`config.mk`:
```
export PLATFORM = sky130hd
export DESIGN_NAME = jtcop_snd_busctl
export DESIGN_NICKNAME = d
export VERILOG_FILES = /design/src/rtl/jtcop_snd_pkg.sv /design/src/rtl/jtcop_snd_cmdfifo.sv /design/src/rtl/jtcop_snd_busctl.sv
export SDC_FILE = /design/constraint.sdc
export NUM_CORES = 1
export LEC_CHECK = 0
export BUFFER_PORTS_ARGS = -buffer_cell sky130_fd_sc_hd__buf_4
export CAP_MARGIN = 0
export CELL_PAD_IN_SITES_DETAIL_PLACEMENT = 1
export CELL_PAD_IN_SITES_GLOBAL_PLACEMENT = 1
export CORE_MARGIN = 5
export CORE_UTILIZATION = 14
export CTS_CLUSTER_DIAMETER = 100
export DETAILED_ROUTE_END_ITERATION = 8
export HOLD_SLACK_MARGIN = 0.05
export PLACE_DENSITY = 0.83
export SLEW_MARGIN = 20
export SYNTH_ARGS = -nofsm -noshare
export SYNTH_HDL_FRONTEND = slang
export SYNTH_SLANG_ARGS = --single-unit
```
`constraint.sdc`:
```
create_clock -name clk -period 1.45 [get_ports clk]
set_input_delay 0.29 -clock clk [delete_from_list [all_inputs] [get_ports clk]]
set_output_delay 0.29 -clock clk [all_outputs]
set_load 0.05 [all_outputs]
```
`src/rtl/jtcop_snd_pkg.sv`:
```
// Shared types and default midres/cop sound-map decode constants for the sound bus controller.
package jtcop_snd_pkg;

  typedef enum logic {
    ST_IDLE = 1'b0,
    ST_WAIT = 1'b1
  } wait_st_t;

  localparam int SND_AW   = 21;
  localparam int SND_NDEV = 6;

  localparam int SND_RAM   = 0;
  localparam int SND_OPL   = 1;
  localparam int SND_OPN   = 2;
  localparam int SND_OKI   = 3;
  localparam int SND_ROM   = 4;
  localparam int SND_LATCH = 5;

  // Device 0 sits in the lowest slice; ROM covers the whole lower megabyte.
  localparam logic [SND_NDEV*SND_AW-1:0] SND_MASK = {
    21'h1fffff, 21'h100000, 21'h1fffff, 21'h1ffffe, 21'h1ffffe, 21'h1fe000
  };
  localparam logic [SND_NDEV*SND_AW-1:0] SND_MATCH = {
    21'h140000, 21'h000000, 21'h130000, 21'h110000, 21'h100000, 21'h1f0000
  };

endpackage

```
`src/rtl/jtcop_snd_cmdfifo.sv`:
```
// Main-to-sound command FIFO: 8-bit entries, occupancy count, registered
// full/irqn flags and a sticky overflow flag for dropped commands.
module jtcop_snd_cmdfifo #(
  parameter int AW = 2
) (
  input  logic       clk,
  input  logic       rst,
  input  logic       push,
  input  logic [7:0] din,
  input  logic       pop,
  output logic [7:0] dout,
  output logic       full,
  output logic       irqn,
  output logic       overflow
);

  localparam int DEPTH = 2**AW;
  localparam logic [AW:0] FULL_CNT = (AW+1)'(DEPTH);

  logic [7:0]    mem [DEPTH];
  logic [AW-1:0] wr_ptr, rd_ptr;
  logic [AW:0]   count, count_nxt;
  logic          do_push, do_pop;

  // A pop frees a slot in the same cycle, so a full FIFO still accepts a push.
  assign do_pop  = pop && (count != '0);
  assign do_push = push && ((count != FULL_CNT) || do_pop);
  assign dout    = (count == '0) ? 8'hff : mem[rd_ptr];

  always_comb begin
    count_nxt = count;
    if (do_push && !do_pop)
      count_nxt = count + 1'b1;
    else if (!do_push && do_pop)
      count_nxt = count - 1'b1;
  end

  always_ff @(posedge clk) begin
    if (do_push)
      mem[wr_ptr] <= din;
  end

  always_ff @(posedge clk) begin
    if (rst) begin
      wr_ptr   <= '0;
      rd_ptr   <= '0;
      count    <= '0;
      full     <= 1'b0;
      irqn     <= 1'b1;
      overflow <= 1'b0;
    end else begin
      if (do_push) wr_ptr <= wr_ptr + 1'b1;
      if (do_pop)  rd_ptr <= rd_ptr + 1'b1;
      if (push && !do_push) overflow <= 1'b1;
      count <= count_nxt;
      full  <= (count_nxt == FULL_CNT);
      irqn  <= (count_nxt == '0);
    end
  end

endmodule

```
`src/rtl/jtcop_snd_busctl.sv`:
```
// Sound-CPU bus controller: window decode to one-hot selects, registered read mux,
// WAIT_N generation with timeout for slow devices, and the command FIFO.
//   state   | meaning
//   ST_IDLE | no wait pending, waitn high
//   ST_WAIT | slow device selected without data, waitn low, counting
module jtcop_snd_busctl
  import jtcop_snd_pkg::*;
#(
  parameter int                 AW        = 21,
  parameter int                 NDEV      = 6,
  parameter logic [NDEV*AW-1:0] DEV_MASK  = '0,
  parameter logic [NDEV*AW-1:0] DEV_MATCH = '0,
  parameter logic [NDEV-1:0]    DEV_SLOW  = '0,
  parameter int                 LATCH_DEV = NDEV-1,
  parameter int                 LATCH_AW  = 2,
  parameter int                 WAIT_TO   = 255
) (
  input  logic            clk,
  input  logic            rst,
  input  logic            sx,
  input  logic            ce,
  input  logic [AW-1:0]   addr,
  input  logic            wrn,
  input  logic            rdn,
  output logic [7:0]      cpu_din,
  output logic            waitn,
  output logic [NDEV-1:0] dev_cs,
  input  logic [NDEV*8-1:0] dev_dout,
  input  logic [NDEV-1:0] dev_ok,
  input  logic            snreq,
  input  logic [7:0]      latch,
  output logic            latch_full,
  output logic            irqn,
  output logic            timeout,
  output logic            overflow
);

  localparam logic [7:0] TO_LAST = 8'(WAIT_TO - 1);

  logic [NDEV-1:0] hit_1h;
  logic [7:0]      rd_mux, fifo_head;
  logic            fifo_pop, slow_sel, slow_ok, ignore;
  logic [7:0]      wait_cnt;
  wait_st_t        st;

  // Scan from the top so the lowest-index hit is the one left standing.
  always_comb begin
    hit_1h = '0;
    for (int i = NDEV-1; i >= 0; i--) begin
      if ((addr & DEV_MASK[i*AW +: AW]) == DEV_MATCH[i*AW +: AW]) begin
        hit_1h    = '0;
        hit_1h[i] = 1'b1;
      end
    end
  end

  always_comb begin
    rd_mux = 8'hff;
    for (int i = 0; i < NDEV; i++) begin
      if (dev_cs[i])
        rd_mux = (i == LATCH_DEV) ? fifo_head : dev_dout[i*8 +: 8];
    end
  end

  assign slow_sel = |(dev_cs & DEV_SLOW);
  assign slow_ok  = |(dev_cs & DEV_SLOW & dev_ok);
  assign fifo_pop = ce && dev_cs[LATCH_DEV] && !rdn && wrn;

  always_ff @(posedge clk) begin
    if (rst) begin
      dev_cs  <= '0;
      cpu_din <= 8'hff;
    end else begin
      if (sx)
        dev_cs <= hit_1h;
      else if (ce)
        dev_cs <= '0;
      cpu_din <= rd_mux;
    end
  end

  // After a forced release the device stays ignored until its select drops.
  always_ff @(posedge clk) begin
    if (rst) begin
      st       <= ST_IDLE;
      waitn    <= 1'b1;
      wait_cnt <= '0;
      timeout  <= 1'b0;
      ignore   <= 1'b0;
    end else begin
      if (dev_cs == '0) ignore <= 1'b0;
      case (st)
        ST_IDLE: begin
          wait_cnt <= '0;
          if (slow_sel && !slow_ok && !ignore) begin
            st    <= ST_WAIT;
            waitn <= 1'b0;
          end
        end
        ST_WAIT: begin
          if (!slow_sel || slow_ok) begin
            st       <= ST_IDLE;
            waitn    <= 1'b1;
            wait_cnt <= '0;
          end else if (wait_cnt == TO_LAST) begin
            st       <= ST_IDLE;
            waitn    <= 1'b1;
            timeout  <= 1'b1;
            ignore   <= 1'b1;
            wait_cnt <= '0;
          end else begin
            wait_cnt <= wait_cnt + 1'b1;
          end
        end
        default: st <= ST_IDLE;
      endcase
    end
  end

  jtcop_snd_cmdfifo #(.AW(LATCH_AW)) u_fifo (
    .clk      (clk),
    .rst      (rst),
    .push     (snreq),
    .din      (latch),
    .pop      (fifo_pop),
    .dout     (fifo_head),
    .full     (latch_full),
    .irqn     (irqn),
    .overflow (overflow)
  );

endmodule
```
==> results of run 1 <==
-- power by group through the flow --
stage	logic, mW	registers, mW	clock network (mW)
after CTS	0.207	0.441	0.358
after detailed placement	0.206	0.451	0
after global placement	0.203	0.450	0
final	0.204	0.441	0.333
after global routing	0.218	0.443	0.378
after floorplan	0.106	0.497	0
-- worst paths after layout --
path / start / cells after the start / endpoint
worst min-delay path: dev_dout[0] / 2 / cpu_din[0]
worst max register to register: u_fifo.count[1] / 5 / u_fifo.irqn
worst max-delay path: u_fifo.count[1] / 5 / u_fifo.irqn
worst min register to register: u_fifo.overflow / 2 / u_fifo.overflow
-- Yosys cell counts, drive strengths merged --
| library cell | number |
|---|---|
| dfxtp | 15 |
| nand2b | 8 |
| buf | 7 |
| nor2 | 5 |
| inv | 4 |
| a21oi | 3 |
| nor2b | 3 |
| conb | 2 |
| ha | 2 |
| mux2i | 2 |
| a21boi | 1 |
| a31oi | 1 |
| and4b | 1 |
| nor3 | 1 |
| xnor2 | 1 |
-- logic make-up (layout without fill, tap and decap cells) --
logic type               after synthesis  after routing  share of synthesized area [%]
AO/OA/AOI/OAI                          5              5                           6.20
adder cells (fa/ha/maj)                2              2                           4.27
AND/OR/NAND/NOR                       18             18                           20.5
other                                  2              7                           1.28
multiplexers                           2              2                           3.42
buffers and inverters                 11             34                           11.5
flip-flops                            15             15                           51.3
XOR/XNOR                               1              1                           1.50
-- critical path, delay by kind of cell, from the launching register on --
kind / cells / cell delay, ns
buffers and inverters: 1 / 0.06
flip-flops: 1 / 0.38
adder cells (fa/ha/maj): 1 / 0.21
multiplexers: 1 / 0.29
AO/OA/AOI/OAI: 2 / 0.27
-- sequential cells by signal, summed over array words and instances, names as in the netlist --
name	flops
dev_cs	1
u_fifo.irqn	1
u_fifo.full	1
cpu_din	8
u_fifo.overflow	1
u_fifo.count	3
-- layout make-up --
cell class / instances / area (µm²) / share of cell area [%]
clock inverter: 1 / 5.00 / 0.585
multi-input combinational: 35 / 236 / 27.6
clock buffer: 3 / 41.3 / 4.82
sequential: 15 / 300 / 35.1
tap: 50 / 62.6 / 7.31
inverter: 4 / 15.0 / 1.75
timing repair buffer: 26 / 195 / 22.8
-- metal layers --
metal | GRT usage, % | up-vias
met1 | 5.19 | 194
met3 | 2.94 | 2
li1 | - | 216
met5 | 0 | -
met2 | 7.51 | 22
met4 | 0.593 | 0
-- metrics by stage --
| stage | setup WS [ns] | instances |
|---|---|---|
| 2_1_floorplan | 0.128 | 61 |
| 3_3_place_gp | 0.141 | 130 |
| 6_report | 0.134 | 134 |
| 4_1_cts | 0.102 | 134 |
| 5_1_grt | 0.000139 | 134 |
| 3_5_place_dp | 0.112 | 130 |
-- placed cells by master (no fill, tap or decap) --
cell                        n
sky130_fd_sc_hd__nor3_4     1
sky130_fd_sc_hd__a21boi_2   1
sky130_fd_sc_hd__buf_4     26
sky130_fd_sc_hd__a21oi_2    1
sky130_fd_sc_hd__a21oi_1    2
sky130_fd_sc_hd__a31oi_1    1
sky130_fd_sc_hd__and4b_4    1
sky130_fd_sc_hd__nor2b_1    2
sky130_fd_sc_hd__dfxtp_1   15
sky130_fd_sc_hd__nand2b_1   8
sky130_fd_sc_hd__xnor2_1    1
sky130_fd_sc_hd__nor2_1     5
sky130_fd_sc_hd__mux2i_1    2
sky130_fd_sc_hd__conb_1     7
sky130_fd_sc_hd__inv_1      4
sky130_fd_sc_hd__clkinv_2   1
sky130_fd_sc_hd__clkbuf_8   3
sky130_fd_sc_hd__ha_1       2
sky130_fd_sc_hd__nor2b_2    1
==> flow_summary.rst, run 1 <==
.. list-table::
   :header-rows: 1

   * - Metric
     - Value
   * - Status
     - finished, final reports clean
   * - Final-layout worst hold slack
     - 0.224 ns
   * - Drt drc
     - 0
   * - Post-route design area
     - 856 µm²
   * - Cell-internal power
     - 0.694 mW
   * - CP startpoint kind
     - flop
   * - Floorplan die width
     - 74.7 µm
   * - Via count of the routed design
     - 434
   * - Worst EP required
     - 1.58 ns
   * - Biggest area contributors in the synthesized netlist
     - sky130_fd_sc_hd__dfxtp_1 51%, sky130_fd_sc_hd__buf_4 9.0%, sky130_fd_sc_hd__nand2b_1 8.5%
   * - Summed negative setup slack over all endpoints
     - 0 ns
   * - Area growth syn-to-layout
     - 46.2%
   * - CTS tree
     - yes
   * - Cts repair resizes
     - 0
   * - Sequential share of the synthesized area
     - 51.3%
   * - Top-area cell type share of the netlist area
     - 51.3%
   * - Die footprint
     - 5580 µm²
   * - Share of the core filled with cells in the final layout
     - 21.2%
   * - Met3 wire length
     - 132 µm
   * - Port Buf Inserts
     - 24
   * - Count of endpoints failing setup in the final report
     - 0
   * - Antenna Violating Nets Remaining
     - 0
   * - Clock latency on the worst-skew pair
     - 0.24 ns
   * - Post-layout net count
     - 177
   * - Post-route clock period utilization
     - 90.8%
   * - Critical-path maximum fanout
     - 4
   * - CP Class
     - flop to flop
   * - Share of post-route cells with drive strength above 1
     - 41.7%
   * - Total setup buffers inserted after CTS
     - 0
   * - DRT iter0 DRCs
     - 19
   * - GR Util All Layers
     - 4.58%
   * - Max Cap Viol
     - 0
   * - Synthesized instance count
     - 56
   * - VDD IR max
     - 0.000379 V
   * - Met2 wirelength from detailed routing
     - 597 µm
   * - Max stage delay cell, worst path
     - sky130_fd_sc_hd__dfxtp_1
   * - Clock buffers created by TritonCTS
     - 3
   * - Number of distinct standard cells referenced by the synthesized netlist
     - 17
   * - Combinational share of power
     - 20.9%
   * - PD cells
     - 1140 nW/µm²
   * - Clock-pin transition on the worst setup and hold timing paths
     - 0.06 ns
   * - Sw Share
     - 29.0%
   * - Post-DP Area
     - 810 µm²
   * - Avg WL per Cell
     - 9.31 µm
   * - Die Height
     - 74.7 µm
   * - Initial antenna violation count
     - 0
   * - Number of synthesized register bits
     - 15
   * - Worst min-delay path category
     - primary input to flop
   * - HPWL Detailed
     - 1060 µm
   * - Clock power frac
     - 34.1%
   * - Final Power
     - 0.978 mW
   * - Pin count of the biggest net entering global routing
     - 10
   * - Number of filler instances in the final layout
     - 474
   * - Unrepaired setup endpoints after global routing
     - no
   * - Total wire length after detailed routing
     - 1250 µm
   * - Max Transition Viols Final
     - 0
   * - Maximum level of the CTS H-tree
     - 1
   * - Sequential share of power
     - 45.1%
   * - Initial core utilization
     - 14.5%
   * - Final Hold Violating Endpoints
     - 0
   * - Cell type with the highest aggregate area in the netlist
     - sky130_fd_sc_hd__dfxtp_1
   * - Leakage Power
     - 0.378 nW
   * - Post-Route M1 WL
     - 511 µm
   * - Arrival time reported for the critical path endpoint
     - 1.45 ns
   * - Switching pwr
     - 0.284 mW
   * - Antenna Diode Count
     - 0
   * - Hold buffer count at CTS
     - 0
   * - Time the worst path needs with I/O delays and setup
     - 1.32 ns
   * - Setup clock skew after layout
     - 0.000884 ns
   * - CTS Root Cell
     - sky130_fd_sc_hd__clkbuf_8
   * - Post-Syn Area per Cell
     - 10.5 µm²
   * - Core Footprint
     - 4030 µm²
   * - Ordered cell list for the critical path
     - inv_1 -> ha_1 -> a21boi_2 -> mux2i_1 -> a21oi_2
   * - Vias in the first global route
     - 444
   * - Achievable Freq
     - 760 MHz
   * - Synth Warn #
     - 0
   * - Standard-cell row count
     - 23
   * - Capturing element type of the critical path
     - flop
   * - Clock net sink count
     - 15
   * - Top layer in use
     - met4
   * - Highest cell delay on the worst timing path
     - 0.38 ns
   * - Post-Synthesis Cell Area
     - 586 µm²
   * - Top-level port count
     - 109
   * - Vias per std cell
     - 3.24
   * - Global-route wire length before repair
     - 1930 µm
   * - First-pass DRT Iterations
     - 2
   * - Overflow left after global routing
     - 0
   * - Weighted congestion reported at the end of routability-driven placement
     - 0.647
   * - Slack of the worst reg-to-reg path
     - 0.13 ns
   * - Buffers from clock root to sink, at most
     - 2
Power figures use the tool's default switching activity.
==> run 2, diff against run 1 <==
--- a/config.mk
+++ b/config.mk
@@ -9,6 +9,7 @@
 export CAP_MARGIN = 0
 export CELL_PAD_IN_SITES_DETAIL_PLACEMENT = 1
 export CELL_PAD_IN_SITES_GLOBAL_PLACEMENT = 1
+export CORE_ASPECT_RATIO = 1.75
 export CORE_MARGIN = 5
 export CORE_UTILIZATION = 14
 export CTS_CLUSTER_DIAMETER = 100
==> run 2 against run 1 <==
  * Combinational power rose by 2%
  * Fmax is 2.4% lower
  * Clock skew about the same
  * Clock-buffer cell count up 1
==> flow_summary.rst, run 2 (same netlist as run 1, synthesis figures left out) <==
.. list-table::
   :header-rows: 1

   * - Metric
     - Value
   * - Die footprint
     - 5630 µm²
   * - Cell-internal power
     - 0.701 mW
   * - Clock buffers created by TritonCTS
     - 3
   * - Global-route wire length before repair
     - 2120 µm
   * - Die Height
     - 95.6 µm
   * - Weighted congestion reported at the end of routability-driven placement
     - 0.664
   * - Antenna Diode Count
     - 0
   * - Critical-path maximum fanout
     - 4
   * - Area growth syn-to-layout
     - 46.4%
   * - Achievable Freq
     - 742 MHz
   * - Leakage Power
     - 0.374 nW
   * - First-pass DRT Iterations
     - 2
   * - Flip-flop count of the largest register after layout
     - 8
   * - Initial antenna violation count
     - 0
   * - Buffers from clock root to sink, at most
     - 2
   * - Vias per std cell
     - 3.50
   * - Area used by multi-input combinational logic
     - 240 µm²
   * - Combinational share of power
     - 21.1%
   * - Max Transition Viols Final
     - 0
   * - Met2 wirelength from detailed routing
     - 637 µm
   * - Clock latency on the worst-skew pair
     - 0.24 ns
   * - Max Cap Viol
     - 0
   * - Setup clock skew after layout
     - 0.000862 ns
   * - Number of cells on the worst reg-to-reg path
     - 6
   * - Number of filler instances in the final layout
     - 500
   * - Most frequent standard cell in the layout excluding fill and tap cells
     - sky130_fd_sc_hd__buf_4
   * - DRT iter0 DRCs
     - 14
   * - Summed negative setup slack over all endpoints
     - 0 ns
   * - Switching pwr
     - 0.291 mW
   * - CP Class
     - flop to flop
   * - Arrival time reported for the critical path endpoint
     - 1.49 ns
   * - CTS tree
     - yes
   * - Final Hold Violating Endpoints
     - 0
   * - Register Area
     - 300 µm²
   * - Post-route clock period utilization
     - 93.0%
   * - Top layer in use
     - met3
   * - Sw Share
     - 29.3%
   * - Share of post-route cells with drive strength above 1
     - 41.7%
   * - Maximum level of the CTS H-tree
     - 1
   * - Top Registers
     - cpu_din: 8 flops, u_fifo.count: 3 flops
   * - Avg WL per Cell
     - 9.65 µm
   * - Via count of the routed design
     - 465
   * - Total wire length after detailed routing
     - 1280 µm
   * - Clock net sink count
     - 15
   * - Post-Route M1 WL
     - 432 µm
   * - Vias in the first global route
     - 514
   * - Largest reg by FF count
     - cpu_din
   * - GR Util All Layers
     - 4.98%
   * - Pin count of the biggest net entering global routing
     - 9
   * - Total setup buffers inserted after CTS
     - 0
   * - Antenna Violating Nets Remaining
     - 0
   * - Share of the core filled with cells in the final layout
     - 20.8%
   * - VDD IR max
     - 0.000381 V
   * - Core Footprint
     - 4110 µm²
   * - Worst min-delay path category
     - primary input to flop
   * - Count of endpoints failing setup in the final report
     - 0
   * - Worst EP required
     - 1.59 ns
   * - Standard-cell row count
     - 31
   * - Overflow left after global routing
     - 0
   * - Drt drc
     - 0
   * - Status
     - finished, final reports clean
   * - Unrepaired setup endpoints after global routing
     - no
   * - CP startpoint kind
     - flop
   * - Post-layout net count
     - 177
   * - Top library cells by usage in the layout, fill and taps aside
     - 26 x sky130_fd_sc_hd__buf_4, 15 x sky130_fd_sc_hd__dfxtp_1, 8 x sky130_fd_sc_hd__nand2b_1
   * - Met3 wire length
     - 213 µm
   * - PD cells
     - 1160 nW/µm²
   * - Clock-pin transition on the worst setup and hold timing paths
     - 0.06 ns
   * - Time the worst path needs with I/O delays and setup
     - 1.35 ns
   * - Capturing element type of the critical path
     - flop
   * - Initial core utilization
     - 14.2%
   * - Sequential share of power
     - 44.5%
   * - Floorplan die width
     - 58.9 µm
   * - Clock power frac
     - 34.4%
   * - CTS Root Cell
     - sky130_fd_sc_hd__clkbuf_8
   * - Worst Hold Path Cells
     - 2
   * - Top-level port count
     - 109
   * - Port Buf Inserts
     - 24
==> run 2: changes by cell type in the layout (fill, tap and decap cells not counted) <==
cell	previous run	this run
sky130_fd_sc_hd__clkbuf_1	0	1
sky130_fd_sc_hd__clkinv_2	1	0
sky130_fd_sc_hd__mux2i_1	2	1
sky130_fd_sc_hd__mux2i_2	0	1
==> run 2: worst max-delay path, stage by stage, from the launching register on <==
cell and delay (ns):
sky130_fd_sc_hd__dfxtp_1 0.39, sky130_fd_sc_hd__inv_1 0.06, sky130_fd_sc_hd__ha_1 0.22, sky130_fd_sc_hd__a21boi_2 0.21, sky130_fd_sc_hd__buf_4 0.16, sky130_fd_sc_hd__mux2i_1 0.17
sky130_fd_sc_hd__nor2_1 0.05
==> run 2: metrics by stage <==
stage	hold WS [ns]	std cells	power [mW]	instance area, µm²	setup slack, ns
6_report	0.223	133	0.992	857	0.102
5_1_grt	0.219	133	1.05	857	0.00466
3_3_place_gp	0.463	129	0.652	808	0.138
2_1_floorplan	0.362	61	0.603	604	0.128
4_1_cts	0.217	133	1.01	853	0.0844
3_5_place_dp	0.477	129	0.657	808	0.0957
==> run 2: metal layers <==
metal  GRT usage, %  vias to the layer above
li1               -                      217
met1           4.57                      217
met2           8.76                       31
met3           2.71                        0
met4           2.27                        0
met5              0                        -
==> run 2: layout make-up <==
| type | count | share of cell area, % |
|---|---|---|
| flip-flops and latches | 15 | 35.0 |
| multi-input cells | 35 | 28.0 |
| repair buffers | 26 | 22.8 |
| well taps | 49 | 7.15 |
| clock buffers | 4 | 5.26 |
| inverters | 4 | 1.75 |
==> run 2: repair_timing <==
item | 4_1_cts | 5_1_grt
gates resized for setup | 0 | 1
setup endpoints to repair | 0 | 2
hold buffers | 0 | 0
==> run 2: final timing paths <==
kind                   start               to  slack, ns
min reg2reg  u_fifo.overflow  u_fifo.overflow       0.49
max reg2reg  u_fifo.count[1]  u_fifo.count[1]       0.10
max          u_fifo.count[1]  u_fifo.count[1]       0.10
min              dev_dout[7]       cpu_din[7]       0.22
==> run 2: power groups by stage <==
stage	Sequential (mW)	Clock (mW)	Combinational [mW]
final	0.441	0.341	0.209
after global routing	0.443	0.380	0.225
after CTS	0.442	0.359	0.206
after detailed placement	0.451	0	0.206
after global placement	0.449	0	0.203
after floorplan	0.497	0	0.106
==> run 3, diff against run 2 <==
--- a/config.mk
+++ b/config.mk
@@ -15,7 +15,7 @@
 export CTS_CLUSTER_DIAMETER = 100
 export DETAILED_ROUTE_END_ITERATION = 8
 export HOLD_SLACK_MARGIN = 0.05
-export PLACE_DENSITY = 0.83
+export PLACE_DENSITY_LB_ADDON = 0.1
 export SLEW_MARGIN = 20
 export SYNTH_ARGS = -nofsm -noshare
 export SYNTH_HDL_FRONTEND = slang
==> run 3 against run 2 <==
  * Via count shrank 4.7%
  * First-iteration DRC count unchanged
  * Sequential share of layout area fell by 0.051 points
  * Die area is the same
  * Clock power shrank 2%
  * Combinational power hardly changed
  * Critical path type unchanged
  * Worst setup slack better by 0.029 ns
  * Cell count is the same
  * Global-route usage is 0.54 points higher
  * Non-clock buffer count stayed put
  * Sequential power about the same
==> flow_summary.rst, run 3 (same netlist as run 1, synthesis figures left out) <==
.. list-table::
   :header-rows: 1

   * - Metric
     - Value
   * - Arrival time reported for the critical path endpoint
     - 1.46 ns
   * - Top library cells by usage in the layout, fill and taps aside
     - 26 x sky130_fd_sc_hd__buf_4, 15 x sky130_fd_sc_hd__dfxtp_1, 8 x sky130_fd_sc_hd__nand2b_1
   * - Post-route clock period utilization
     - 91.0%
   * - Worst min-delay path category
     - primary input to flop
   * - Summed negative setup slack over all endpoints
     - 0 ns
   * - Top-level port count
     - 109
   * - Capturing element type of the critical path
     - flop
   * - Standard-cell row count
     - 31
   * - Top Registers
     - cpu_din: 8 flops, u_fifo.count: 3 flops
   * - Startpoint of the most critical register-to-register path
     - u_fifo.count[1]
   * - Worst EP required
     - 1.59 ns
   * - Post-DP Area
     - 808 µm²
   * - Hold buffer count at CTS
     - 0
   * - Core Footprint
     - 4110 µm²
   * - CP Class
     - flop to flop
   * - Via count of the routed design
     - 443
   * - CTS tree
     - yes
   * - HPWL Detailed
     - 1120 µm
   * - Floorplan die width
     - 58.9 µm
   * - CP startpoint kind
     - flop
   * - Antenna Violating Nets Remaining
     - 0
   * - DRT iter0 DRCs
     - 14
   * - GR Util All Layers
     - 5.52%
   * - Area growth syn-to-layout
     - 46.6%
   * - VDD IR max
     - 0.000378 V
   * - Total wire length after detailed routing
     - 1370 µm
   * - Die Height
     - 95.6 µm
   * - First-pass DRT Iterations
     - 2
   * - Antenna Diode Count
     - 0
   * - Total setup buffers inserted after CTS
     - 0
   * - Max Cap Viol
     - 0
   * - Number of cells on the worst reg-to-reg path
     - 6
   * - Drt drc
     - 0
   * - Weighted congestion reported at the end of routability-driven placement
     - 0.605
   * - Vias per std cell
     - 3.33
   * - Clock-pin transition on the worst setup and hold timing paths
     - 0.06 ns
   * - Vias in the first global route
     - 504
   * - Pin count of the biggest net entering global routing
     - 10
   * - Cts repair resizes
     - 0
   * - Max Transition Viols Final
     - 0
   * - CTS Root Cell
     - sky130_fd_sc_hd__clkbuf_8
   * - Highest cell delay on the worst timing path
     - 0.37 ns
   * - Share of post-route cells with drive strength above 1
     - 42.9%
   * - Ordered cell list for the critical path
     - inv_1 -> ha_1 -> a21boi_2 -> buf_4 -> mux2i_1 -> nor2_1
   * - Clock latency on the worst-skew pair
     - 0.24 ns
   * - Initial core utilization
     - 14.2%
   * - Clock buffers created by TritonCTS
     - 3
   * - Most frequent standard cell in the layout excluding fill and tap cells
     - sky130_fd_sc_hd__buf_4
   * - Initial antenna violation count
     - 0
   * - Die footprint
     - 5630 µm²
   * - Largest reg by FF count
     - cpu_din
   * - Worst Hold Path Cells
     - 2
   * - Origin of the worst setup path
     - u_fifo.count[1]
   * - Overflow left after global routing
     - 0
   * - Setup clock skew after layout
     - 0.00467 ns
   * - Unrepaired setup endpoints after global routing
     - no
   * - Time the worst path needs with I/O delays and setup
     - 1.32 ns
   * - Final Hold Violating Endpoints
     - 0
   * - Critical-path maximum fanout
     - 4
   * - Status
     - finished, final reports clean
   * - Leakage Power
     - 0.377 nW
   * - Achievable Freq
     - 758 MHz
   * - Clock net sink count
     - 15
   * - Global-route wire length before repair
     - 2210 µm
   * - Count of endpoints failing setup in the final report
     - 0
   * - Post-route design area
     - 858 µm²
   * - Beginning of the worst hold path
     - dev_dout[4]
   * - Final Power
     - 0.985 mW
   * - Port Buf Inserts
     - 24
   * - Flip-flop count of the largest register after layout
     - 8
   * - Maximum level of the CTS H-tree
     - 1
   * - Buffers from clock root to sink, at most
     - 2
   * - Post-layout net count
     - 177
   * - PD cells
     - 1150 nW/µm²
   * - Max stage delay cell, worst path
     - sky130_fd_sc_hd__dfxtp_1
   * - Avg WL per Cell
     - 10.3 µm
-- run 3: metrics by stage --
step	worst slack, ns	std cells	util [%]	hold WS, ns
5_1_grt	0.00483	133	20.9	0.215
6_report	0.131	133	20.9	0.222
3_3_place_gp	0.104	129	19.7	0.466
4_1_cts	0.0864	133	20.8	0.212
3_5_place_dp	0.0980	129	19.7	0.478
2_1_floorplan	0.128	61	-	0.362
-- run 3: final timing paths --
check	slack, ns	end
max	0.13	u_fifo.count[1]
min	0.22	cpu_din[4]
max reg2reg	0.13	u_fifo.count[1]
min reg2reg	0.49	u_fifo.overflow
-- run 3: area by class of cell --
class                           instances  area [µm²]
Fill cell                             504        3250
Multi-Input combinational cell         35         240
Timing Repair Buffer                   26         195
Clock inverter                          1        5.00
Clock buffer                            3        41.3
Inverter                                4        15.0
Tap cell                               49        61.3
Sequential cell                        15         300
-- run 3: metal layers --
layer / part of all wire, % / track usage [%] / wire length, µm / up-vias
met5: 0 / 0 / 0 / -
met4: 3.6 / 5.67 / 49 / 0
met3: 7.6 / 1.36 / 104 / 2
met2: 55 / 9.23 / 755 / 21
met1: 34 / 5.14 / 462 / 203
li1: - / - / - / 217
-- run 3: worst max-delay path: cells and delay by family, from the launching register on --
kind | cells | cell delay [ns]
adders and majority gates | 1 | 0.21
muxes | 1 | 0.17
buffers and inverters | 2 | 0.21
AOI/OAI and AO/OA | 1 | 0.21
and+or+nand+nor | 1 | 0.05
DFF | 1 | 0.37
-- run 3: power breakdown --
part / internal (mW) / total [mW] / switching (mW)
combinational: 0.0748 / 0.210 / 0.135
clock: 0.190 / 0.335 / 0.145
sequential: 0.432 / 0.440 / 0.00870
